File: src/rtl/mini_cpu_pkg.sv
// Shared constants for the mini CPU: datapath word width and input-port FIFO geometry.
package mini_cpu_pkg;
  localparam int DATA_W       = 32;
  localparam int INPORT_DEPTH = 4;
  localparam int INPORT_PTR_W = $clog2(INPORT_DEPTH);
endpackage

File: src/rtl/inport_fifo.sv
// Input-port FIFO storage: circular buffer whose full/empty state comes from an
// occupancy count, so pointer wrap never has to be disambiguated.
module inport_fifo
  import mini_cpu_pkg::*;
#(
  parameter int WIDTH = DATA_W,
  parameter int DEPTH = INPORT_DEPTH,
  parameter int PTR_W = INPORT_PTR_W
) (
  input  logic             clock,
  input  logic             reset,
  input  logic             push,
  input  logic             pop,
  input  logic [WIDTH-1:0] wr_data,
  output logic [WIDTH-1:0] head_data,
  output logic             full,
  output logic             empty
);

  localparam logic [PTR_W:0] FULL_CNT = DEPTH[PTR_W:0];

  logic [WIDTH-1:0] mem_q [DEPTH];
  logic [WIDTH-1:0] mem_d [DEPTH];
  logic [PTR_W-1:0] wr_ptr_q, wr_ptr_d;
  logic [PTR_W-1:0] rd_ptr_q, rd_ptr_d;
  logic [PTR_W:0]   count_q, count_d;
  logic             push_ok, pop_ok;

  assign full      = (count_q == FULL_CNT);
  assign empty     = (count_q == '0);
  assign head_data = mem_q[rd_ptr_q];
  assign push_ok   = push && !full;
  assign pop_ok    = pop && !empty;

  always_comb begin
    mem_d    = mem_q;
    wr_ptr_d = wr_ptr_q;
    rd_ptr_d = rd_ptr_q;
    count_d  = count_q;
    if (push_ok) begin
      mem_d[wr_ptr_q] = wr_data;
      wr_ptr_d        = wr_ptr_q + 1'b1;
    end
    if (pop_ok) begin
      rd_ptr_d = rd_ptr_q + 1'b1;
    end
    // Simultaneous push and pop leaves the occupancy unchanged.
    case ({push_ok, pop_ok})
      2'b10:   count_d = count_q + 1'b1;
      2'b01:   count_d = count_q - 1'b1;
      default: count_d = count_q;
    endcase
  end

  always_ff @(posedge clock) begin
    if (reset) begin
      wr_ptr_q <= '0;
      rd_ptr_q <= '0;
      count_q  <= '0;
    end else begin
      wr_ptr_q <= wr_ptr_d;
      rd_ptr_q <= rd_ptr_d;
      count_q  <= count_d;
    end
  end

  // Storage needs no reset: an empty FIFO is never read through head_data.
  always_ff @(posedge clock) begin
    mem_q <= mem_d;
  end

endmodule

File: src/rtl/in_port_buffer.sv
// Input-port front end: handshake into a FIFO, one pop per rising edge of InPortout.
// Define INPORT_UNDERFLOW_CHK_EN to get a sticky read-while-empty flag.
module in_port_buffer #(
  parameter int DATA_W = mini_cpu_pkg::DATA_W,
  parameter int DEPTH  = mini_cpu_pkg::INPORT_DEPTH,
  parameter int PTR_W  = mini_cpu_pkg::INPORT_PTR_W
) (
  input  logic              clock,
  input  logic              Reset,
  input  logic [DATA_W-1:0] ext_data,
  input  logic              ext_valid,
  output logic              ext_ready,
  input  logic              InPortout,
  output logic [DATA_W-1:0] input_data,
  output logic              data_avail,
  output logic              in_underflow
);

  logic              prev_rd_q, prev_rd_d;
  logic [DATA_W-1:0] hold_q, hold_d;
  logic [DATA_W-1:0] head_data;
  logic              full, empty;
  logic              rd_evt, push, pop;

  assign rd_evt = InPortout && !prev_rd_q;
  assign push   = ext_valid && !full;
  assign pop    = rd_evt && !empty;

  assign ext_ready  = !full;
  assign data_avail = !empty;
  // hold_q keeps the last popped word so an empty read re-reads it.
  assign input_data = empty ? hold_q : head_data;

  inport_fifo #(
    .WIDTH (DATA_W),
    .DEPTH (DEPTH),
    .PTR_W (PTR_W)
  ) u_fifo (
    .clock     (clock),
    .reset     (Reset),
    .push      (push),
    .pop       (pop),
    .wr_data   (ext_data),
    .head_data (head_data),
    .full      (full),
    .empty     (empty)
  );

  always_comb begin
    prev_rd_d = InPortout;
    hold_d    = hold_q;
    if (pop) begin
      hold_d = head_data;
    end
  end

  always_ff @(posedge clock) begin
    if (Reset) begin
      prev_rd_q <= 1'b0;
      hold_q    <= '0;
    end else begin
      prev_rd_q <= prev_rd_d;
      hold_q    <= hold_d;
    end
  end

`ifdef INPORT_UNDERFLOW_CHK_EN
  logic underflow_q, underflow_d;

  always_comb begin
    underflow_d = underflow_q || (rd_evt && empty);
  end

  always_ff @(posedge clock) begin
    if (Reset) begin
      underflow_q <= 1'b0;
    end else begin
      underflow_q <= underflow_d;
    end
  end

  assign in_underflow = underflow_q;
`else
  assign in_underflow = 1'b0;
`endif

endmodule

File: config.mk
export PLATFORM = sky130hd
export DESIGN_NAME = in_port_buffer
export DESIGN_NICKNAME = d
export VERILOG_FILES = /design/src/rtl/mini_cpu_pkg.sv /design/src/rtl/inport_fifo.sv /design/src/rtl/in_port_buffer.sv
export SDC_FILE = /design/constraint.sdc
export NUM_CORES = 1
export LEC_CHECK = 0
export ABC_AREA = 1
export BUFFER_PORTS_ARGS = -buffer_cell sky130_fd_sc_hd__buf_2
export CAP_MARGIN = 15
export CORE_MARGIN = 1
export CORE_UTILIZATION = 53
export CTS_CLUSTER_SIZE = 28
export DETAILED_ROUTE_END_ITERATION = 6
export HOLD_SLACK_MARGIN = 0.06
export PLACE_DENSITY = 0.82
export SYNTH_ARGS = -nofsm -noshare
export SYNTH_HDL_FRONTEND = slang
export SYNTH_SLANG_ARGS = --single-unit
export TNS_END_PERCENT = 30
File: constraint.sdc
create_clock -name clock -period 2.2 [get_ports clock]
set_input_delay 0.44 -clock clock [delete_from_list [all_inputs] [get_ports clock]]
set_output_delay 0.44 -clock clock [all_outputs]
set_load 0.01 [all_outputs]
=== Yosys cells after proc, flatten, opt, wreduce, memory -nomap -nowiden ===
Cells that the tools add are included.

* Flip-flop bits (word level): 168
* Latch bits: 0
* RAM bits: 0
* Memory bits (read-only): 0
* Input port bits: 36
* Output and inout bits: 35
* Word-level logic and storage cells: 40
* Memories kept: 0

* Add/sub/neg operators: 4
* $mul: 0
* Divide/modulo/power cells: 0
* $lt $le $gt $ge: 3
* Equality and inequality tests: 3
* Shift operators: 0
* Mux-type cells: 8
* Bitwise operators: 2
* Reduce and logical (&&, ||, !) cells: 11

{| class="wikitable"
|+ Operator list
! operator !! number
|-
| $bwmux W128 || 1
|-
| $mux W32 || 4
|-
| $bmux W32 S2 || 1
|-
| $demux W32 S2 || 1
|-
| $ge A3 B3 Y1 const B || 2
|-
| $logic_and A1 B1 Y1 || 6
|-
| $not A2 Y3 || 2
|-
| $pmux W3 S2 || 1
|-
| $add A2 B1 Y2 const B || 2
|-
| $add A3 B1 Y3 const B || 1
|-
| $eq A3 B3 Y1 const B || 1
|-
| $logic_not A1 Y1 || 3
|-
| $logic_not A3 Y1 || 1
|-
| $lt A3 B1 Y1 const B || 1
|-
| $sub A3 B1 Y3 const B || 1
|-
| $eq A2 B1 Y1 const B || 1
|-
| $eq A2 B2 Y1 const B || 1
|-
| $reduce_bool A2 Y1 || 1
|}

=== Longest topological paths before layout ===
* Depth after elaboration: 6
* Depth in mapped cells: 14
* Depth with buffers taken out: 13

=== Cells and area by module ===
From an unflattened synthesis, not the netlist that was laid out.

* Cell total of the unflattened synthesis: 667
* Area total of the unflattened synthesis: 7063.0 um^2

{| class="wikitable"
|+ Modules (own cells, without submodules)
! module !! times used !! cells each !! area each (um^2) !! seq. area each (um^2)
|-
| inport_fifo || 1 || 375 || 5253.8 || 3983.8
|-
| in_port_buffer || 1 || 292 || 1809.2 || 660.6
|}

=== Worst setup path before layout ===
No wires, ideal clock.

* Path type: register to register
* From: register u_fifo.count_q[1]
* To: register u_fifo.mem_q[0] (netlist name) (enable)
* Library setup time: 0.421 ns
* Data arrival time: 2.032 ns
* Required time: 1.779 ns
* Setup slack: -0.254 ns
* Stages on the path, launching flop included: 5
* Path buffers: 0
* Period minus slack after synthesis: 2.454 ns
* Cells stage by stage: dfxtp_1 -> nor2_2 -> nand2_1 -> nand2_1 -> nor2_1

* Word-level cells in the longest chain between the ends: 4

{| class="wikitable"
|+ RTL lines
! item !! line !! RTL
|-
| from (decl) || inport_fifo.sv:26 || <nowiki>logic [PTR_W:0] count_q, count_d;</nowiki>
|-
| from (signal assigned) || inport_fifo.sv:63 || <nowiki>count_q <= count_d;</nowiki>
|-
| $eq A3 B3 Y1 (*) || inport_fifo.sv:29 || <nowiki>assign full = (count_q == FULL_CNT);</nowiki>
|-
| $logic_not A1 Y1 (*) || -- ||
|-
| named net ext_ready || in_port_buffer.sv:12 || <nowiki>output logic ext_ready,</nowiki>
|-
| $logic_and A1 B1 Y1 || in_port_buffer.sv:26 || <nowiki>assign push = ext_valid && !full;</nowiki>
|-
| $logic_and A1 B1 Y1 (*) || inport_fifo.sv:32 || <nowiki>assign push_ok = push && !full;</nowiki>
|-
| to (signal assigned) || inport_fifo.sv:69 || <nowiki>mem_q <= mem_d;</nowiki>
|-
| to (decl) || inport_fifo.sv:22 || <nowiki>logic [WIDTH-1:0] mem_q [DEPTH];</nowiki>
|}

Mark *: on every way through the listed nets, which the timed path passes. The rest lies on a longest branch.
A chain may end at the register's enable or synchronous reset.

=== Worst setup path after layout ===
* From: register u_fifo.rd_ptr_q[1]
* To: output port input_data[22]

* Word-level cells in the longest chain between the ends: 5

{| class="wikitable"
|+ RTL lines
! item !! line !! RTL
|-
| from (decl) || inport_fifo.sv:25 || <nowiki>logic [PTR_W-1:0] rd_ptr_q, rd_ptr_d;</nowiki>
|-
| from (signal assigned) || inport_fifo.sv:62 || <nowiki>rd_ptr_q <= rd_ptr_d;</nowiki>
|-
| $not A2 Y3 (not written as such) || inport_fifo.sv:31 || <nowiki>assign head_data = mem_q[rd_ptr_q];</nowiki>
|-
| $bmux W32 S2 || inport_fifo.sv:31 ||
|-
| $mux W32 (not written as such) (2 in series) || inport_fifo.sv:31 ||
|-
| $mux W32 || in_port_buffer.sv:32 || <nowiki>assign input_data = empty ? hold_q : head_data;</nowiki>
|-
| to (decl) || in_port_buffer.sv:14 || <nowiki>output logic [DATA_W-1:0] input_data,</nowiki>
|}

No other way between the ends. The select of a mux whose other input is x is not followed.

==> results.tsv <==
stage	metric	value	unit
yosys	synth_most_common_cell	nand2_1	
routing	drtAntennaViolNets	0	
critical_path	cp_max_fo	21	
routing	top_layer	met4	
global_routing	grt_antenna_before_repair	2	
yosys	synth_top_area_share	51.08	%
power_and_ir_drop	ir_drop	668.1	uV
global_routing	grtUsageTotal	21.80	%
yosys	yosys_warnings	0	
yosys	synth_compound_area_share	0.5321	%
placed_design	gp_congestion	0.7284	
yosys	synth_edf_count	128	
yosys	synth_xor_area_share	0	%
global_routing	gr-total-overflow	0	
min_path	hold_path.class	input port to flop	
job	cap_viol_max_count	0	
final_layout	final_layout_size_suffix_gt1_share	13.59	%
die	die_y	121.2	um
placed_design	dp_cells	1112	
routing	route.met2.wl	7.851	mm
clocking	clock_sinks	168	
clocking	post-cts-setup-buffer-count	0	
outcome	run_status	completed	
die	die_area	14680	um2
die	initial_core_util	54.21	%
critical_path	crit_required	1760	ps
clocking	numCtsBuffers	17	
global_routing	grt_pass1_vias	5042	
critical_path	worst-path-buf-inv	3	
critical_path	critPathSlowestCell	dfxtp_1	
clocking	cts_hold_buf	0	
yosys	synth_area_leaders	edfxtp_1 (51%), nand2_1 (16%), dfxtp_1 (11%)	
routing	drt_iter0_markers	499	
placed_design	place_ws	271.5	ps
yosys	synth_cell_types	19	
timing	maxSlewHeadroom	55.42	%
yosys	synth_nets	920	
yosys	synth_cells	878	
placed_design	io_buffers	69	
yosys	syn_area_per_cell	8.570	um2
die	die_w	121.2	um
routing	route.detailed.drc	0	
clocking	root_buffer	clkbuf_16	
clocking	clkTransAtPathRegs	60	ps
timing	worst_pin_slew	668.8	ps
yosys	synthTopCellsByCount	nand2_1 (330), inv_1 (178), edfxtp_1 (128), nor2_1 (78), nand3_1 (66)	
critical_path	end_kind	output pin	
routing	vias	5415	
timing	fin_hold_ws	202.7	ps
clocking	clk_latency	430	ps
yosys	synth_mux_area_share	0	%
power_and_ir_drop	p_leak	4.286	nW
critical_path	worstPathCellList	inv_1 > buf_4 > nand3_1 > nand2_1 > nand2_1 > nand2_1 > buf_2	
yosys	synthArstFlopShare	0	%
clocking	cts_htree_levels	4	
critical_path	path_common_cell	nand2_1	
global_routing	grt_max_degree	67	
die	ios	71	
timing	setup_violations	0	
timing	fmaxAchievable	476.5	MHz
timing	post-route-period-util	95.40	%
final_layout	fin_nets	993	
routing	post_drt_wl_per_cell	12.95	um
yosys	synth_top_cell_by_area	edfxtp_1	
routing	wl_met3	714	um
routing	drt_first_pass_iters	5	
power_and_ir_drop	power_density	1080	nW/um2
routing	avgViaCountPerCell	4.725	
global_routing	grt_pass1_wl	23.78	mm
yosys	synth_top_family_by_area	simple AND/OR/NAND/NOR gates	
yosys	synth-main-ff-cell	edfxtp_1	
critical_path	start_kind	flop	
die	core_area	13880	um2
clocking	cts_tree	yes	
critical_path	max_stage_delay	340	ps
critical_path	critPathTopFamily	buffers and inverters	
timing	skew	7.851	ps
routing	wl_met1	5.972	mm
yosys	ys_ff_latch	168	
timing	setup_ws	101.2	ps
critical_path	worstPathArrival	1660	ps
placed_design	dp.final_hpwl	9.053	mm
yosys	post_synth_and_or_nand_nor_area_fraction	24.99	%
critical_path	criticalPathCategory	flop to output pin	
yosys	synth_adder_area_share	1.097	%
clocking	clockBufferDepth	2	
timing	period_needed	2099	ps
routing	wl	14.84	mm
yosys	netlist_area	7525	um2
timing	rsz0062_at_grt	no	
die	num_rows	43	
timing	timing.final.hold_violations	0	
yosys	ys_seq_area_share	61.72	%
final_layout	syn_to_final_growth	16.46	%
final_layout	layoutNonFillerInstCount	1146	
timing	slew_viol_final	0	
logic make-up after synthesis:
family                   count (synthesis)
AND/OR/NAND/NOR                        477
flip-flops                             168
adder cells (fa/ha/maj)                  6
other                                    1
AO/OA/AOI/OAI                            8
buffers and inverters                  218
where the power goes:
group	internal [mW]	switching, mW	leakage [nW]
clock network	1.73	1.19	0.274
logic	0.923	1.73	2.51
registers	3.76	0.123	1.50
total	6.41	3.05	4.29
registers in the layout, summed over array words and instances, names as in the netlist:
| name | flops |
|---|---|
| hold_q | 32 |
| u_fifo.wr_ptr_q | 2 |
| u_fifo.mem_q | 128 |
| u_fifo.count_q | 3 |
| prev_rd_q | 1 |
| u_fifo.rd_ptr_q | 2 |
stage by stage:
stage | cell area [um2] | power, mW | util [%] | TNS [ps]
6_report | 8763 | 9.460 | 63.13 | 0
3_3_place_gp | 8155 | 6.524 | 58.75 | 0
4_1_cts | 8743 | 9.496 | 62.99 | 0
5_1_grt | 8763 | 10.01 | 63.13 | 0
3_5_place_dp | 8155 | 6.574 | 58.75 | 0
2_1_floorplan | 7525 | 5.675 | - | -32450
placed cells by master (no fill, tap or decap), types with 17 or more instances in the layout:
master and n:
nand2_1 330, inv_1 178, edfxtp_1 128, nor2_1 74, buf_2 69, nand3_1 66, dfxtp_1 39, buf_4 18
clkbuf_16 17
final cells by class:
class,instances,area (um2)
sequential,168,4646
antenna,2,5.005
clock inverter,11,121.4
timing repair buffer,93,591.8
fill,1098,5117
clock buffer,21,460.4
multi-input combinational,492,2037
tap,180,225.2
inverter,179,676.9
what timing repair did:
item	CTS	global route
hold endpoints to repair	0	0
setup endpoints to repair	16	23
gates resized for setup	2	5
cloned	0	0
routing by layer:
| metal | GRT usage (%) | vias to the layer above |
|---|---|---|
| li1 | - | 2788 |
| met1 | 24.87 | 2462 |
| met2 | 38.64 | 138 |
| met3 | 4.887 | 27 |
| met4 | 10.26 | 0 |
| met5 | 0 | - |
final timing paths:
| check | from | slack, ps | cells past startpoint | end |
|---|---|---|---|---|
| worst max register to register | u_fifo.count_q[0] | 440 | 12 | u_fifo.count_q[2] |
| worst min register to register | hold_q[6] | 510 | 4 | hold_q[6] |
| worst max-delay path | u_fifo.rd_ptr_q[1] | 100 | 7 | input_data[22] |
| worst min-delay path | Reset | 200 | 2 | prev_rd_q |
No activity file was read; power rests on OpenSTA's default activity.
